`src/rtl/ram_bank_handoff_ctrl_pkg.sv`:
```
// Shared types and register map for the A-line RAM bank ping-pong handoff.
package ram_bank_handoff_ctrl_pkg;

   typedef enum logic [1:0] {
      BANK_FREE    = 2'd0,
      BANK_FILLING = 2'd1,
      BANK_READY   = 2'd2,
      BANK_READING = 2'd3
   } bank_state_e;

   typedef enum logic {
      WR_IDLE = 1'b0,
      WR_FILL = 1'b1
   } wr_state_e;

   localparam logic [1:0] REG_CTRL   = 2'd0;
   localparam logic [1:0] REG_STATUS = 2'd1;
   localparam logic [1:0] REG_ERR    = 2'd2;
   localparam logic [1:0] REG_IRQEN  = 2'd3;

   localparam int CTRL_CLAIM_BIT     = 0;
   localparam int CTRL_RD_BANK_BIT   = 0;
   localparam int CTRL_READING_BIT   = 1;
   localparam int CTRL_READY_ANY_BIT = 2;

   localparam int STATUS_FSM_BIT     = 0;
   localparam int STATUS_WR_BANK_BIT = 1;
   localparam int STATUS_BANK0_LSB   = 4;
   localparam int STATUS_BANK1_LSB   = 6;

endpackage

```
`src/rtl/ram_bank_handoff_ctrl_if.sv`:
```
// Avalon-MM host register port plus the host interrupt line.
interface ram_bank_handoff_ctrl_if;
   logic [1:0]  address;
   logic        chipselect;
   logic        write_n;
   logic [31:0] writedata;
   logic [31:0] readdata;
   logic        irq;

   modport master (output address, chipselect, write_n, writedata, input readdata, irq);
   modport slave  (input address, chipselect, write_n, writedata, output readdata, irq);
endinterface

```
`src/rtl/ram_bank_handoff_ctrl_line_writer.sv`:
```
// Acquisition-side writer: claims a free bank on sweep start and walks the line address.
//  state   | meaning
//  WR_IDLE | waiting for acq_sof (or a sof deferred from the last line's final sample)
//  WR_FILL | writing samples into wr_bank, wr_addr advances per accepted acq_valid
module ram_line_writer
   import ram_bank_handoff_ctrl_pkg::*;
#(
   parameter int ADDR_W   = 12,
   parameter int LINE_LEN = 1024
) (
   input  logic              clk,
   input  logic              reset_n,
   input  logic              acq_sof,
   input  logic              acq_valid,
   input  logic              free_avail,
   input  logic              free_idx,
   output logic              wr_en,
   output logic [ADDR_W-1:0] wr_addr,
   output logic              wr_bank,
   output wr_state_e         fsm,
   output logic              fill_start,
   output logic              fill_done,
   output logic              fill_abort,
   output logic              sof_drop
);

   localparam logic [ADDR_W-1:0] LAST_ADDR = ADDR_W'(LINE_LEN - 1);

   wr_state_e         state_q, state_d;
   logic [ADDR_W-1:0] addr_q, addr_d;
   logic              bank_q, bank_d;
   logic              pend_q, pend_d;

   always_ff @(posedge clk or negedge reset_n) begin
      if (!reset_n) begin
         state_q <= WR_IDLE;
         addr_q  <= '0;
         bank_q  <= 1'b0;
         pend_q  <= 1'b0;
      end else begin
         state_q <= state_d;
         addr_q  <= addr_d;
         bank_q  <= bank_d;
         pend_q  <= pend_d;
      end
   end

   always_comb begin
      state_d    = state_q;
      addr_d     = addr_q;
      bank_d     = bank_q;
      pend_d     = pend_q;
      wr_en      = 1'b0;
      fill_start = 1'b0;
      fill_done  = 1'b0;
      fill_abort = 1'b0;
      sof_drop   = 1'b0;
      case (state_q)
         WR_IDLE: begin
            pend_d = 1'b0;
            if (acq_sof || pend_q) begin
               if (free_avail) begin
                  bank_d     = free_idx;
                  addr_d     = '0;
                  state_d    = WR_FILL;
                  fill_start = 1'b1;
               end else begin
                  sof_drop = 1'b1;
               end
            end
         end
         WR_FILL: begin
            wr_en = acq_valid;
            if (acq_valid && addr_q == LAST_ADDR) begin
               // line completes; a coincident sof is replayed from IDLE next cycle
               fill_done = 1'b1;
               addr_d    = '0;
               state_d   = WR_IDLE;
               pend_d    = acq_sof;
            end else begin
               if (acq_valid) addr_d = addr_q + 1'b1;
               if (acq_sof) begin
                  fill_abort = 1'b1;
                  addr_d     = '0;
               end
            end
         end
         default: state_d = WR_IDLE;
      endcase
   end

   assign wr_addr = addr_q;
   assign wr_bank = bank_q;
   assign fsm     = state_q;

endmodule

```
`src/rtl/ram_bank_handoff_ctrl.sv`:
```
// Ping-pong ownership of two sample RAM banks between the acquisition writer and the host.
module ram_bank_handoff_ctrl
   import ram_bank_handoff_ctrl_pkg::*;
#(
   parameter int ADDR_W   = 12,
   parameter int LINE_LEN = 1024,
   parameter int CNT_W    = 16
) (
   input  logic                    clk,
   input  logic                    reset_n,
   input  logic                    acq_sof,
   input  logic                    acq_valid,
   output logic                    wr_en,
   output logic [ADDR_W-1:0]       wr_addr,
   output logic                    wr_bank,
   output logic                    rd_bank,
   ram_bank_handoff_ctrl_if.slave  host
);

   localparam logic [CNT_W-1:0] ERR_MAX = {CNT_W{1'b1}};

   bank_state_e      bank_q [2];
   bank_state_e      bank_d [2];
   logic             old_q, old_d;
   logic             rd_bank_q, rd_bank_d;
   logic [CNT_W-1:0] err_q, err_d;
   logic             irq_en_q, irq_en_d;
   logic             irq_q, irq_d;
   logic [31:0]      readdata_q, readdata_d;

   logic      free_avail, free_idx, ready_any, reading, sel;
   logic      fill_start, fill_done, fill_abort, sof_drop;
   logic      host_wr, host_rd, claim, release_req, err_inc;
   wr_state_e fsm;
   logic      unused_wd;

   assign free_avail  = (bank_q[0] == BANK_FREE) || (bank_q[1] == BANK_FREE);
   assign free_idx    = (bank_q[0] != BANK_FREE);
   assign ready_any   = (bank_q[0] == BANK_READY) || (bank_q[1] == BANK_READY);
   assign reading     = (bank_q[0] == BANK_READING) || (bank_q[1] == BANK_READING);
   assign host_wr     = host.chipselect && !host.write_n;
   assign host_rd     = host.chipselect && host.write_n;
   assign claim       = host_wr && host.address == REG_CTRL && host.writedata[CTRL_CLAIM_BIT];
   assign release_req = host_wr && host.address == REG_CTRL && !host.writedata[CTRL_CLAIM_BIT];
   assign err_inc     = sof_drop || fill_abort;
   assign unused_wd   = ^host.writedata[31:1];

   ram_line_writer #(.ADDR_W(ADDR_W), .LINE_LEN(LINE_LEN)) u_writer (
      .clk        (clk),
      .reset_n    (reset_n),
      .acq_sof    (acq_sof),
      .acq_valid  (acq_valid),
      .free_avail (free_avail),
      .free_idx   (free_idx),
      .wr_en      (wr_en),
      .wr_addr    (wr_addr),
      .wr_bank    (wr_bank),
      .fsm        (fsm),
      .fill_start (fill_start),
      .fill_done  (fill_done),
      .fill_abort (fill_abort),
      .sof_drop   (sof_drop)
   );

   always_ff @(posedge clk or negedge reset_n) begin
      if (!reset_n) begin
         bank_q[0]  <= BANK_FREE;
         bank_q[1]  <= BANK_FREE;
         old_q      <= 1'b0;
         rd_bank_q  <= 1'b0;
         err_q      <= '0;
         irq_en_q   <= 1'b0;
         irq_q      <= 1'b0;
         readdata_q <= '0;
      end else begin
         bank_q[0]  <= bank_d[0];
         bank_q[1]  <= bank_d[1];
         old_q      <= old_d;
         rd_bank_q  <= rd_bank_d;
         err_q      <= err_d;
         irq_en_q   <= irq_en_d;
         irq_q      <= irq_d;
         readdata_q <= readdata_d;
      end
   end

   // Claims act on registered READY state only, so a bank finishing this cycle is not eligible.
   always_comb begin
      bank_d[0] = bank_q[0];
      bank_d[1] = bank_q[1];
      old_d     = old_q;
      rd_bank_d = rd_bank_q;
      sel       = (bank_q[old_q] == BANK_READY) ? old_q : ~old_q;
      if (claim && ready_any && !reading) begin
         bank_d[sel] = BANK_READING;
         rd_bank_d   = sel;
      end
      if (release_req) begin
         for (int i = 0; i < 2; i++)
            if (bank_q[i] == BANK_READING) bank_d[i] = BANK_FREE;
      end
      if (fill_start) bank_d[free_idx] = BANK_FILLING;
      if (fill_done)  bank_d[wr_bank]  = BANK_READY;
      if (bank_d[0] == BANK_READY && bank_d[1] != BANK_READY)
         old_d = 1'b0;
      else if (bank_d[1] == BANK_READY && bank_d[0] != BANK_READY)
         old_d = 1'b1;
      else if (fill_done)
         old_d = ~wr_bank;
   end

   always_comb begin
      err_d = err_q;
      if (host_wr && host.address == REG_ERR)
         err_d = err_inc ? CNT_W'(1) : '0;
      else if (err_inc && err_q != ERR_MAX)
         err_d = err_q + 1'b1;
      irq_en_d = irq_en_q;
      if (host_wr && host.address == REG_IRQEN) irq_en_d = host.writedata[0];
      irq_d = irq_en_q && ready_any && !reading;
   end

   always_comb begin
      readdata_d = readdata_q;
      if (host_rd) begin
         readdata_d = '0;
         case (host.address)
            REG_CTRL: begin
               readdata_d[CTRL_READY_ANY_BIT] = ready_any;
               readdata_d[CTRL_READING_BIT]   = reading;
               readdata_d[CTRL_RD_BANK_BIT]   = rd_bank_q;
            end
            REG_STATUS: begin
               readdata_d[STATUS_BANK1_LSB +: 2] = bank_q[1];
               readdata_d[STATUS_BANK0_LSB +: 2] = bank_q[0];
               readdata_d[STATUS_WR_BANK_BIT]    = wr_bank;
               readdata_d[STATUS_FSM_BIT]        = fsm;
            end
            REG_ERR:   readdata_d = 32'(err_q);
            REG_IRQEN: readdata_d[0] = irq_en_q;
            default:   readdata_d = '0;
         endcase
      end
   end

   assign rd_bank       = rd_bank_q;
   assign host.readdata = readdata_q;
   assign host.irq      = irq_q;

endmodule

```
`src/flat_wrapper.sv`:
```
// flat-port wrapper written by rule: the top's interface ports become plain ports
module ram_bank_handoff_ctrl_flat import ram_bank_handoff_ctrl_pkg::*;
#(
   parameter int ADDR_W   = 12,
   parameter int LINE_LEN = 1024,
   parameter int CNT_W    = 16
)
  (clk, reset_n, acq_sof, acq_valid, wr_en, wr_addr, wr_bank, rd_bank, host_address, host_chipselect, host_write_n, host_writedata, host_readdata, host_irq);
  ram_bank_handoff_ctrl_if host_i ();
  input  logic clk;
  input  logic reset_n;
  input  logic acq_sof;
  input  logic acq_valid;
  output logic wr_en;
  output logic [ADDR_W-1:0] wr_addr;
  output logic wr_bank;
  output logic rd_bank;
  input wire logic [$bits(host_i.address)-1:0] host_address;
  input wire logic [$bits(host_i.chipselect)-1:0] host_chipselect;
  input wire logic [$bits(host_i.write_n)-1:0] host_write_n;
  input wire logic [$bits(host_i.writedata)-1:0] host_writedata;
  output wire logic [$bits(host_i.readdata)-1:0] host_readdata;
  output wire logic [$bits(host_i.irq)-1:0] host_irq;
  assign host_i.address = host_address;
  assign host_i.chipselect = host_chipselect;
  assign host_i.write_n = host_write_n;
  assign host_i.writedata = host_writedata;
  assign host_readdata = host_i.readdata;
  assign host_irq = host_i.irq;
  ram_bank_handoff_ctrl #(.ADDR_W(ADDR_W), .LINE_LEN(LINE_LEN), .CNT_W(CNT_W)) u_core (.clk(clk), .reset_n(reset_n), .acq_sof(acq_sof), .acq_valid(acq_valid), .wr_en(wr_en), .wr_addr(wr_addr), .wr_bank(wr_bank), .rd_bank(rd_bank), .host(host_i));
endmodule
```
`config.mk`:
```
export PLATFORM = sky130hd
export DESIGN_NAME = ram_bank_handoff_ctrl_flat
export DESIGN_NICKNAME = d
export VERILOG_FILES = /design/src/rtl/ram_bank_handoff_ctrl_pkg.sv /design/src/rtl/ram_bank_handoff_ctrl_if.sv /design/src/rtl/ram_bank_handoff_ctrl_line_writer.sv /design/src/rtl/ram_bank_handoff_ctrl.sv /design/src/flat_wrapper.sv
export SDC_FILE = /design/constraint.sdc
export NUM_CORES = 1
export LEC_CHECK = 0
export CELL_PAD_IN_SITES_DETAIL_PLACEMENT = 0
export CELL_PAD_IN_SITES_GLOBAL_PLACEMENT = 1
export CORE_MARGIN = 2
export CORE_UTILIZATION = 39
export CTS_CLUSTER_SIZE = 24
export DETAILED_ROUTE_END_ITERATION = 8
export PLACE_DENSITY_LB_ADDON = 0.1
export SETUP_SLACK_MARGIN = 0.4
export SKIP_CTS_REPAIR_TIMING = 1
export SLEW_MARGIN = 0
export SYNTH_ARGS = -nofsm -noshare
export SYNTH_HDL_FRONTEND = slang
export SYNTH_SLANG_ARGS = --single-unit
```
`constraint.sdc`:
```
create_clock -name clk -period 4.07 [get_ports clk]
set_clock_uncertainty 0.2 [all_clocks]
set_input_delay 0.407 -clock clk [delete_from_list [all_inputs] [get_ports clk]]
set_output_delay 0.407 -clock clk [all_outputs]
set_load 0.005 [all_outputs]
```
# Word-level counts from Yosys, hierarchy flattened

Cells that the tools add are included.

Word-level logic and storage cells: 137
Bits in registers: 71
Output and inout port bits: 48
Bits of input ports: 40

Magnitude comparators: 7
Bitwise gates (word level): 14
Mux-type cells: 50
$add $sub $neg: 2
Reduce and logical (&&, ||, !) cells: 34
Equal/unequal tests: 18

Operators with widths:

| operator                | number |
|---|---|
| $mux W12                | 5 |
| $mux W16                | 2 |
| $pmux W12 S2            | 1 |
| $mux W1                 | 20 |
| $eq A2 B2 Y1 const B    | 9 |
| $logic_and A1 B1 Y1     | 18 |
| $add A16 B1 Y16 const B | 1 |
| $mux W2                 | 8 |
| $mux W4                 | 4 |
| $ne A16 B16 Y1 const B  | 1 |
| $add A12 B1 Y12 const B | 1 |
| $eq A12 B10 Y1 const B  | 1 |
| $ge A2 B2 Y1 const B    | 4 |
| $mux W8                 | 1 |
| $not A1 Y2              | 4 |
| $pmux W4 S2             | 1 |
| $demux W2 S1            | 3 |
| $logic_not A2 Y1        | 3 |
| $lt A2 B1 Y1 const B    | 3 |
| $ne A2 B2 Y1 const B    | 3 |
| $pmux W1 S2             | 3 |
| $reduce_and A3 Y1       | 2 |
| $logic_or A1 B1 Y1      | 5 |
| $and A2 B2 Y2           | 2 |
| other kinds (12)        | 20 |

# Logic depth before layout (Yosys ltp)

Word-level depth: 23
Mapped depth: 10

# Hierarchy

From an unflattened synthesis, not the netlist that was laid out.

Cell total of the unflattened synthesis: 343
Area, all modules: 3201.8 sq um

Modules (own cells, without submodules):

| module                | sequential area each (sq um) | area an instance (sq um) | times used | cells each |
|---|---|---|---|---|
| ram_bank_handoff_ctrl | 1001.0                       | 2292.2                   | 1          | 249 |
| ram_line_writer       | 375.4                        | 909.6                    | 1          | 94 |

# Least setup slack after synthesis

OpenSTA, ideal clock, no wires.

Path type: register to register
Start: reg u_core.u_writer.addr_q[0], in the netlist u_core.u_writer.wr_addr[0]
End: reg u_core.old_q
Arrival time: 2.170 ns
Slack: 1.635 ns
Cell stages (with the launch flop): 10
Library setup time: 0.065 ns
Path buffers: 0
Required time: 3.805 ns
Path through: dfrtp_1 -> ha_1 -> and4_1 -> nor3b_2 -> nand3_1 -> nor2_1 -> a21o_1 -> ha_1 -> a221oi_1 -> a31o_1

Word-level cells in the longest chain between the ends: 9
Elaborated cells between the ends (all ways): 14
Classes of those cells: 5 x eq/ne; 5 x mux; 4 x reduce/logical

Ends and longest elaborated chain:

| item                                         | line                                    | source |
|---|---|---|
| start, declared                              | ram_bank_handoff_ctrl_line_writer.sv:30 | `logic [ADDR_W-1:0] addr_q, addr_d;` |
| start signal, assigned                       | ram_bank_handoff_ctrl_line_writer.sv:42 | `addr_q <= addr_d;` |
| $eq A12 B10 Y1 *                             | ram_bank_handoff_ctrl_line_writer.sv:74 | `if (acq_valid && addr_q == LAST_ADDR) begin` |
| $logic_and A1 B1 Y1 *                        | ram_bank_handoff_ctrl_line_writer.sv:74 |  |
| $mux W1 *                                    | ram_bank_handoff_ctrl_line_writer.sv:74 |  |
| $mux W1 *                                    | ram_bank_handoff_ctrl_line_writer.sv:58 | `case (state_q)` |
| $mux W4                                      | ram_bank_handoff_ctrl.sv:103            | `if (fill_done) bank_d[wr_bank] = BANK_READY;` |
| $eq A2 B2 Y1 or $ne A2 B2 Y1 (tied branches) | ram_bank_handoff_ctrl.sv:106            | `else if (bank_d[1] == BANK_READY && bank_d[0] != BANK_READY)` |
| $logic_and A1 B1 Y1                          | ram_bank_handoff_ctrl.sv:106            |  |
| $mux W1                                      | ram_bank_handoff_ctrl.sv:106            |  |
| $mux W1                                      | ram_bank_handoff_ctrl.sv:104            | `if (bank_d[0] == BANK_READY && bank_d[1] != BANK_READY)` |
| end signal, assigned                         | ram_bank_handoff_ctrl.sv:78             | `old_q <= old_d;` |
| end, declared                                | ram_bank_handoff_ctrl.sv:24             | `logic old_q, old_d;` |

Mark *: on every way between the ends. The rest lies on a longest branch, timed or not.
A chain may end at the register's enable or synchronous reset.

# Worst setup path after layout

Same ends and word-level chain as after synthesis.

==> flow_summary.toml <==
[die]
die_y_um = 94.1
boundaryPins = 88
start_util_pct = 40.6
row_count = 32
die_area_um2 = 8860
fp.coreArea_um2 = 7810
die_x_um = 94.1

[global_route]
grt_max_degree = 41
grt_usage_pct = 17.3
met1_usage_pct = 24.0
grt_pass1_wl_um = 12200
antenna_found_initial = 0
grt_pass1_vias = 2418
use_met3_pct = 2.97
use_met2_pct = 28.3
grt_overflow = 0
gr-max-usage-layer = "met2"

[yosys]
syn_avg_cell_area_um2 = 9.15
synth.cell_area_um2 = 3170
ys_warn_count = 0
ys_seq_elements = 55
seq_area_frac_synth_pct = 43.5
synthFlopType = "dfrtp_1"
async_flop_share_pct = 100
synth_edf_count = 0
synth_top_area_cell = "dfrtp_1"
synthCells = 346
synth_top_area_share_pct = 43.5
netlist-cell-type-count = 56
netlist_top_cells_area = "dfrtp_1, nand2_1, buf_4"

[sta]
hold_slack_ps = 30.5
worst_pin_slew_ps = 1190
timing.final.ws_setup_ps = 1260
hold_viol = 0
slew_viol_final = 0
relSlewSlack_pct = 20.1
tns_ps = 0
final-setup-viol-count = 0
fin_crit_sh_pct = 69.1
finalCriticalPeriod_ps = 2810
grt_setup_unrepaired = "false"
fmaxAchievable_mhz = 355

[pwr]
peakVddDrop_mv = 0.153
leakagePower_nw = 1.53
power.density_nw_per_um2 = 319
finalPower_mw = 1.17

[place]
io_buffers = 40
post_dp_cell_area_um2 = 3570
place.gp.congestion = 0.741
post-place-ws_ps = 964
numPlacedInstances = 474
hpwl_um = 5130

[routing]
viasPerCell = 5.40
post_drt_wl_per_cell_um = 14.8
remaining_drc_errors = 0
drtPass1Iterations = 5
drt_wl_total_um = 7150
drtIter0Drc = 142
drt.antenna.violating_nets = 0
vias = 2604

[clock_network]
clock_latency_ps = 310
htreeDepth = 2
clockBufferDepth = 2
clk_pin_slew_ps = 110
cts_sinks = 55
cts-buffers-inserted = 5
cts_tree = "done"
cts_root_buf = "clkbuf_8"

[critical_path]
cp-startpoint = "u_core.u_writer.wr_addr[0]"
worstSetupPathType = "reg2reg"
crit_path_end_kind = "register"
required_ps = 4130
crit_chain = "ha_1 > and4_1 > nor3b_2 > nand3_1 > nor2_1 > a21o_1 > ha_1 > a221oi_1 > a31o_1"
r2r_start = "u_core.u_writer.wr_addr[0]"
cp_data_arrival_time_ps = 2870
critPathTopFamily = "simple AND/OR/NAND/NOR gates"
startpoint_type = "register"
slowest_stage = "dfrtp_1"
crit_buf_inv = 0
max_stage_delay_ps = 450
crit_fanout = 6
cpMostUsedCell = "ha_1"

[cells_and_area]
fin_area_um2 = 3660
fillers = 764
num-nets-final = 429
utilization_pct = 46.9
area_delta_synth_final_pct = 15.6
antenna_cells = 0
multi_input_area_um2 = 1640
instances_no_fill = 482
register_area_um2 = 1380
drive_gt1_share_pct = 5.26

[run]
maxCapViolCount = 0

[worst_hold_path]
hp-class = "in2async"

[outcome]
status = "complete, no violations"
-- worst paths after layout --
path | to | slack [ps] | cells after the start
min in group clk | u_core.host.readdata[12] | 290 | 2
worst min-delay path | u_core.host.readdata[8] | 30 | 1
worst min register to register | u_core.host.readdata[12] | 290 | 2
worst max-delay path | u_core.old_q | 1260 | 9
max in group asynchronous | u_core.err_q[5] | 2870 | 2
worst max register to register | u_core.old_q | 1260 | 9
-- synth_stat cells, drive strengths merged, types with 2 or more instances --
library cell / number
and4: 3
ha: 10
o31ai: 5
xnor2: 3
o31a: 2
or3: 4
nor3: 4
nor3b: 3
nor2: 25
o21ai: 28
inv: 6
o21a: 3
clkbuf: 8
xor2: 6
or2: 2
nand4: 11
buf: 22
nand2b: 4
a21oi: 21
or4: 7
a22oi: 5
o211ai: 2
a31o: 3
dfrtp: 55
nor2b: 6
and2: 4
a21o: 5
nand3: 16
nand2: 43
nand4b: 2
nor4: 6
and3: 6
a221oi: 2
-- flip-flops by register name, summed over array words and instances, names as in the netlist --
signal                   cells
u_core.bank_q                4
u_core.u_writer.pend_q       1
u_core.old_q                 1
u_core.u_writer.wr_bank      1
u_core.host.readdata        16
u_core.u_writer.fsm          1
u_core.err_q                16
u_core.host.irq              1
u_core.irq_en_q              1
u_core.rd_bank               1
u_core.u_writer.wr_addr     12
-- layout make-up --
cell class / count / share of cell area [%]
inverters: 6 / 0.615
clock buffers: 5 / 1.88
flip-flops and latches: 55 / 37.6
repair buffers: 41 / 11.0
multi-input cells: 270 / 44.7
well taps: 102 / 3.49
clock inverters: 3 / 0.684
-- cells by family (layout without fill, tap and decap cells) --
family          Yosys count  after routing  synth area share, %
mux                       1              1                0.316
fa+ha+maj                10             10                 3.95
xor+xnor                  9              9                 2.49
compound gates           85             85                 17.1
flops                    55             55                 43.5
simple gates            149            149                 25.9
other cells               1             16                0.118
buf+inv                  36             55                 6.60
-- layout by cell type (no fill, tap or decap), types with 5 or more instances in the layout --
master           instances
a21oi_1                 21
nand2_1                 43
nor2_1                  25
clkdlybuf4s50_1         39
ha_1                    10
a22oi_1                  5
o21ai_1                  5
dfrtp_1                 55
or4_1                    7
nand4_1                  9
nor4_1                   5
inv_1                    6
nor2b_1                  6
o21ai_0                 23
a21o_1                   5
xor2_1                   6
and3_1                   5
nand3_1                 16
o31ai_1                  5
clkbuf_8                 5
conb_1                  16
-- where the power goes --
group	internal [mW]	leakage (nW)	switching, mW
registers	0.588	0.733	0.0610
logic	0.0944	0.756	0.111
clock network	0.124	0.0443	0.190
-- metal layers --
metal / part of all wire (%) / vias to the layer above
met5: 0 / -
met4: 1.2 / 0
met3: 3.3 / 8
met2: 48 / 54
met1: 47 / 1257
li1: - / 1285
Note: power is estimated with default switching activity, not from simulation.
